### src/rtl/hazard_ctrl.sv
// rtl/hazard_ctrl.sv - pipeline hazard/sequencing controller with stall and flush statistics
module hazard_ctrl #(
  parameter int MD_LATENCY = 32
) (
  input  logic        clk,
  input  logic        reset_n,
  input  logic [4:0]  id_rs,
  input  logic [4:0]  id_rt,
  input  logic        id_uses_rt,
  input  logic        id_md_start,
  input  logic        ex_MemRead,
  input  logic [4:0]  ex_rt,
  input  logic        ex_branch_taken,
  input  logic        ex_jump,
  input  logic        stat_clr,
  output logic        pc_write,
  output logic        if_id_write,
  output logic        if_id_flush,
  output logic        id_ex_flush,
  output logic        md_busy,
  output logic        md_done,
  output logic [31:0] stall_cycles,
  output logic [15:0] flush_count
);

  typedef enum logic {
    RUN     = 1'b0,
    MD_WAIT = 1'b1
  } state_t;

  // Counter starts at LATENCY-1 so the final wait cycle is the one where it reads 1.
  localparam logic [5:0] MD_CNT_LOAD = 6'(MD_LATENCY - 1);
  localparam logic [31:0] STALL_MAX = 32'hFFFF_FFFF;
  localparam logic [15:0] FLUSH_MAX = 16'hFFFF;

  state_t      state_q, state_d;
  logic [5:0]  md_cnt_q, md_cnt_d;
  logic [31:0] stall_cycles_q, stall_cycles_d;
  logic [15:0] flush_count_q, flush_count_d;
  logic        redirect;
  logic        load_use;

  // Hazard detection; a load into $zero never creates a dependency.
  always_comb begin
    redirect = ex_branch_taken | ex_jump;
    load_use = ex_MemRead && (ex_rt != 5'd0) &&
               ((ex_rt == id_rs) || (id_uses_rt && (ex_rt == id_rt)));
  end

  // Mealy control outputs and next-state selection.
  always_comb begin
    pc_write    = 1'b1;
    if_id_write = 1'b1;
    if_id_flush = 1'b0;
    id_ex_flush = 1'b0;
    md_busy     = 1'b0;
    md_done     = 1'b0;
    state_d     = state_q;
    md_cnt_d    = md_cnt_q;
    case (state_q)
      RUN: begin
        if (redirect) begin
          if_id_flush = 1'b1;
          id_ex_flush = 1'b1;
        end else if (load_use) begin
          pc_write    = 1'b0;
          if_id_write = 1'b0;
          id_ex_flush = 1'b1;
        end else if (id_md_start) begin
          state_d  = MD_WAIT;
          md_cnt_d = MD_CNT_LOAD;
        end
      end
      MD_WAIT: begin
        pc_write    = 1'b0;
        if_id_write = 1'b0;
        id_ex_flush = 1'b1;
        md_busy     = 1'b1;
        md_cnt_d    = md_cnt_q - 6'd1;
        if (md_cnt_q == 6'd1) begin
          md_done = 1'b1;
          state_d = RUN;
        end
      end
      default: begin
        state_d  = RUN;
        md_cnt_d = 6'd0;
      end
    endcase
  end

  // Saturating statistics; clear wins over increment.
  always_comb begin
    stall_cycles_d = stall_cycles_q;
    flush_count_d  = flush_count_q;
    if (stat_clr) begin
      stall_cycles_d = 32'd0;
      flush_count_d  = 16'd0;
    end else begin
      if (!pc_write && (stall_cycles_q != STALL_MAX)) begin
        stall_cycles_d = stall_cycles_q + 32'd1;
      end
      if (if_id_flush && (flush_count_q != FLUSH_MAX)) begin
        flush_count_d = flush_count_q + 16'd1;
      end
    end
  end

  // State, mult/div counter and statistics registers.
  always_ff @(posedge clk or negedge reset_n) begin
    if (!reset_n) begin
      state_q        <= RUN;
      md_cnt_q       <= 6'd0;
      stall_cycles_q <= 32'd0;
      flush_count_q  <= 16'd0;
    end else begin
      state_q        <= state_d;
      md_cnt_q       <= md_cnt_d;
      stall_cycles_q <= stall_cycles_d;
      flush_count_q  <= flush_count_d;
    end
  end

  assign stall_cycles = stall_cycles_q;
  assign flush_count  = flush_count_q;

endmodule

### config.mk
export PLATFORM = sky130hd
export DESIGN_NAME = hazard_ctrl
export DESIGN_NICKNAME = d
export VERILOG_FILES = /design/src/rtl/hazard_ctrl.sv
export SDC_FILE = /design/constraint.sdc
export NUM_CORES = 1
export LEC_CHECK = 0
export CORE_MARGIN = 1.5
export CORE_UTILIZATION = 39
export CTS_CLUSTER_SIZE = 40
export DETAILED_ROUTE_END_ITERATION = 12
export DONT_BUFFER_PORTS = 1
export PLACE_DENSITY_LB_ADDON = 0.15
export SETUP_SLACK_MARGIN = 0.3
export SYNTH_ARGS = -nofsm -noshare
export SYNTH_HDL_FRONTEND = slang
export SYNTH_SLANG_ARGS = --single-unit
### constraint.sdc
create_clock -name clk -period 3.9 [get_ports clk]
set_input_delay 0.975 -clock clk [delete_from_list [all_inputs] [get_ports clk]]
set_output_delay 0.975 -clock clk [all_outputs]
set_load 0.02 [all_outputs]
# After elaboration in Yosys (flattened, before gate mapping)
# Cells that the tools add are included.
[totals] ff_bits=55 latch_bits=0 mem_bits_rw=0 romBits=0 out_inout_bits=54 memories=0
[classes] add_sub_neg=3 multipliers=0 n_div=0 magnitude_cmp=0 eq_ne=8 shifts=0 mux=24 bitwise=2 n_reduce_logical=11
[op_table] cell="32-bit 2-to-1 mux" n=2
[op_table] cell="32-bit by 1-bit adder with 32-bit output (second input constant)" n=1
[op_table] cell="16-bit 2-to-1 mux" n=2
[op_table] cell="32-bit != test (second input constant)" n=1
[op_table] cell="6-bit 2-to-1 mux" n=3
[op_table] cell="16-bit by 1-bit adder with 16-bit output (second input constant)" n=1
[op_table] cell="16-bit != test (second input constant)" n=1
[op_table] cell="1-bit 2-to-1 mux" n=13
[op_table] cell="6-bit case mux with 2 select lines" n=1
[op_table] cell="5-bit == test" n=2
[op_table] cell="6-bit by 1-bit == test with 1-bit output (second input constant)" n=1
[op_table] cell="2-bit != test (second input constant)" n=3
[op_table] cell="1-bit case mux with 2 select lines" n=3
[op_table] cell="6-bit by 1-bit subtractor with 6-bit output (second input constant)" n=1
[op_table] cell="1-bit logical AND" n=5
[op_table] cell="5-bit nonzero test" n=1
[op_table] cell="2-bit nonzero test" n=2
[op_table] cell="3-bit AND reduction" n=1
[op_table] cell="1-bit zero test" n=1
[op_table] cell="1-bit logical OR" n=1
[op_table] cell="1-bit NOT" n=1
[op_table] cell="1-bit OR" n=1

# Depth between registers and ports, before layout
[logic_depth] depth_word=11 ltp_mapped=8 mapped_depth_nobuf=7

# Worst setup path before layout
# OpenSTA, ideal clock, no wires.
[synth_path] path_kind="in2out" startpoint="input port ex_rt[0]" endpoint="output port pc_write" arrival_time_ns=2.404 t_required_ns=2.925 slack_ns=0.521 stages=6 path_cell_list="or3_1 > o311ai_2 > nand2_1 > clkbuf_1 > nand2_1 > buf_4"
[synth_between] elab_chain_len=7 elab_cells_between_ends=10
[synth_lines] element="from (decl)" line="12" source="input logic [4:0] ex_rt,"
[synth_lines] element="5-bit == test" line="47" source="((ex_rt == id_rs) || (id_uses_rt && (ex_rt == id_rt)));"
[synth_lines] element="1-bit logical AND" line="47"
[synth_lines] element="1-bit logical OR" line="47"
[synth_lines] element="1-bit logical AND *" line="46" source="load_use = ex_MemRead && (ex_rt != 5'd0) &&"
[synth_lines] element="1-bit 2-to-1 mux * (2 in a row)"
[synth_lines] element="1-bit case mux with 2 select lines *"
[synth_lines] element="to (decl)" line="16" source="output logic pc_write,"
# Mark *: on every way between the ends. The rest lies on a longest branch, timed or not.

# Worst setup path after layout
[layout_path] startpoint="input port ex_rt[0]" endpoint="output port id_ex_flush"
[layout_between] elab_chain_len=7 elab_cells_between_ends=10
[layout_lines] element="5-bit == test" line="47"
[layout_lines] element="1-bit logical AND" line="47"
[layout_lines] element="1-bit logical OR" line="47"
[layout_lines] element="1-bit logical AND *" line="46"
[layout_lines] element="1-bit 2-to-1 mux *" line="65" source="end else if (load_use) begin"
[layout_lines] element="1-bit 2-to-1 mux *" line="62" source="if (redirect) begin"
[layout_lines] element="1-bit case mux with 2 select lines *" line="60" source="case (state_q)"
[layout_lines] element="to (decl)" line="19" source="output logic id_ex_flush,"
# Marks and branches as above.

==> impl_metrics.yaml <==
drt:
  firstDrtPassIters: 4
  drt-total-wl_mm: 7.38
  vias: 2504
  wl_per_cell_um: 16.5
  drc: 0
  via_per_inst: 5.61
  drtIter0Drc: 110
  drtAntennaViolNets: 0
power_and_ir_drop:
  intPower_mw: 0.856
  p_sw_share_pct: 34.4
  power_frac_clock_pct: 26.0
  power_frac_comb_pct: 19.9
  power-per-cell-area_nw_per_um2: 388
  p_sw_mw: 0.449
  leakagePower_nw: 1.33
  seq_power_share_pct: 54.1
  p_total_mw: 1.30
  ir_drop_mv: 0.180
cells_and_area:
  diodes: 0
  nets: 370
  final_util_pct: 43.0
  fin_area_um2: 3360
  drive_gt1_share_pct: 6.40
  final_cell_mix: "55 x nor2_1, 55 x dfrtp_1, 29 x nand4_1"
  syn_to_final_growth_pct: 6.21
clocking:
  numCtsBuffers: 5
  ctsHoldBuffers: 0
  clock_sinks: 55
  clk_pin_slew_ns: 0.11
  post_cts_buffers: 0
  cts_root_buffer: "clkbuf_8"
  ctsHtreeMaxLevel: 2
  post_cts_resized: 0
  cts_buffer_depth: 2
  cts_tree: "done"
  insertion_delay_ns: 0.31
worst_setup_path:
  crit_slowest_cell: "o311ai_1"
  critical_path_required_ns: 2.92
  cpPeakStageDelay_ns: 0.53
  endpoint_kind: "primary output"
  crit_family: "simple AND/OR/NAND/NOR gates"
  worstSetupPathType: "primary input to primary output"
  crit_arrival_ns: 2.23
  r2r-start: "stall_cycles[14]$_DFFE_PN0P_"
  crit_chain: "or3_1, o311ai_1, nand3_1"
  crit_path_max_fanout: 5
  worstSetupPathDepth: 3
  worstRegToRegCells: 6
  critPathBufInv: 0
  start_kind: "primary input"
  cp-startpoint: "ex_rt[0]"
synth:
  synth_nets: 372
  yosys_warnings: 0
  synthArstFlopShare_pct: 100
  syn_avg_cell_area_um2: 9.17
  synth_enable_flop_cells: 0
  ys_seq_area_share_pct: 43.5
  synth_cell_type_count: 47
  synth_flop_cell: "dfrtp_1"
  synthCells: 345
  syn-cell-area_um2: 3160
  synth_seq_cells: 55
placement:
  portBuffers: 0
  place.gp.congestion: 0.798
  place_area_um2: 3270
  place_hpwl_mm: 5.18
sta:
  report.final.slew_viol_count: 0
  fmax_mhz: 312
  slew-limit-headroom_pct: 45.2
  worst_slew_pin_slew_ns: 0.820
  setup_tns_ns: 0
  fin_crit_sh_pct: 82.3
  period_minus_slack_ns: 3.21
  skew_ns: 0.00912
  setup_viol: 0
  hold_viol_final: 0
  rsz0062_at_grt: "no"
global_routing:
  track_usage_pct: 17.9
  gr-total-overflow: 0
  grt_max_degree: 56
  antenna_found_initial: 0
  grt_pass1_vias: 2295
  grt_first_pass_wirelength_mm: 12.2
floorplanning:
  coreArea_um2: 7810
  fp.dieW_um: 93.1
  fp.dieH_um: 93.1
  num_rows: 32
  start_util_pct: 40.5
  io_pins: 77
  die_area_um2: 8660
outcome:
  status: "finished, final reports clean"
flow_run:
  maxCapViolCount: 0
min_path:
  hold_path.class: "primary input to async pin"
state kept, by name (all words and copies together), names as in the netlist:
| signal | flops |
|---|---|
| stall_cycles | 32 |
| flush_count | 16 |
| state_q | 1 |
| md_cnt_q | 6 |
cell usage after synthesis, types with 4 or more instances:
cell type / n / share of area [%]
or3_1: 6 / 1.2
nand4b_1: 4 / 1.1
ha_1: 4 / 1.6
nor2_1: 55 / 6.5
inv_1: 15 / 1.8
xor2_1: 25 / 6.9
clkbuf_1: 11 / 1.3
a21oi_1: 13 / 2.1
dfrtp_1: 55 / 43
nand3_1: 18 / 2.8
nor3_1: 8 / 1.3
and3_1: 8 / 1.6
o21ai_0: 7 / 1.1
nand4_1: 29 / 5.7
xnor2_1: 24 / 6.6
nand2_1: 20 / 2.4
cell families after synthesis:
family | count (synthesis) | share of synthesized area, %
buffers and inverters | 27 | 3.32
xor gates and xnor gates | 49 | 13.6
muxes | 4 | 1.30
AOI/OAI and AO/OA | 34 | 7.28
DFF | 55 | 43.5
and+or+nand+nor | 172 | 29.5
adders and majority gates | 4 | 1.58
metal layers:
layer	track usage (%)	up-vias	part of all wire, %
met3	5.28	4	7.8
li1	-	1215	-
met4	5.30	0	1.3
met5	0	-	0
met2	26.0	69	43
met1	25.5	1216	48
cell type report:
| type | count | area (µm²) |
|---|---|---|
| Timing Repair Buffer | 3 | 22.5 |
| Tap cell | 102 | 128 |
| Fill cell | 780 | 4450 |
| Clock buffer | 5 | 68.8 |
| Clock inverter | 3 | 26.3 |
| Multi-Input combinational cell | 263 | 1680 |
| Sequential cell | 55 | 1380 |
| Inverter | 15 | 56.3 |
power groups by stage:
stage / clock network (mW) / registers, mW / logic [mW]
finish: 0.339 / 0.706 / 0.259
floorplan: 0 / 0.694 / 0.226
global route: 0.385 / 0.716 / 0.298
detailed placement: 0 / 0.717 / 0.259
CTS: 0.356 / 0.706 / 0.261
global placement: 0 / 0.717 / 0.257
metrics by stage:
step | hold slack (ns) | setup WS [ns] | cells
after global placement | 0.542 | 0.729 | 438
after global routing | 0.304 | 0.568 | 446
after CTS | 0.323 | 0.661 | 446
after floorplan | 0.525 | 0.521 | 345
after detailed placement | 0.563 | 0.666 | 438
final | 0.337 | 0.691 | 446
worst paths after layout:
check	to	slack (ns)
min reg2reg	md_cnt_q[2]$_DFFE_PN0P_	0.58
min in group clk	md_cnt_q[2]$_DFFE_PN0P_	0.58
min	flush_count[6]$_DFFE_PN0P_	0.34
max reg2reg	stall_cycles[6]$_DFFE_PN0P_	1.32
max in group asynchronous	stall_cycles[8]$_DFFE_PN0P_	3.46
max	id_ex_flush	0.69
(Power assumes the default switching activity.)
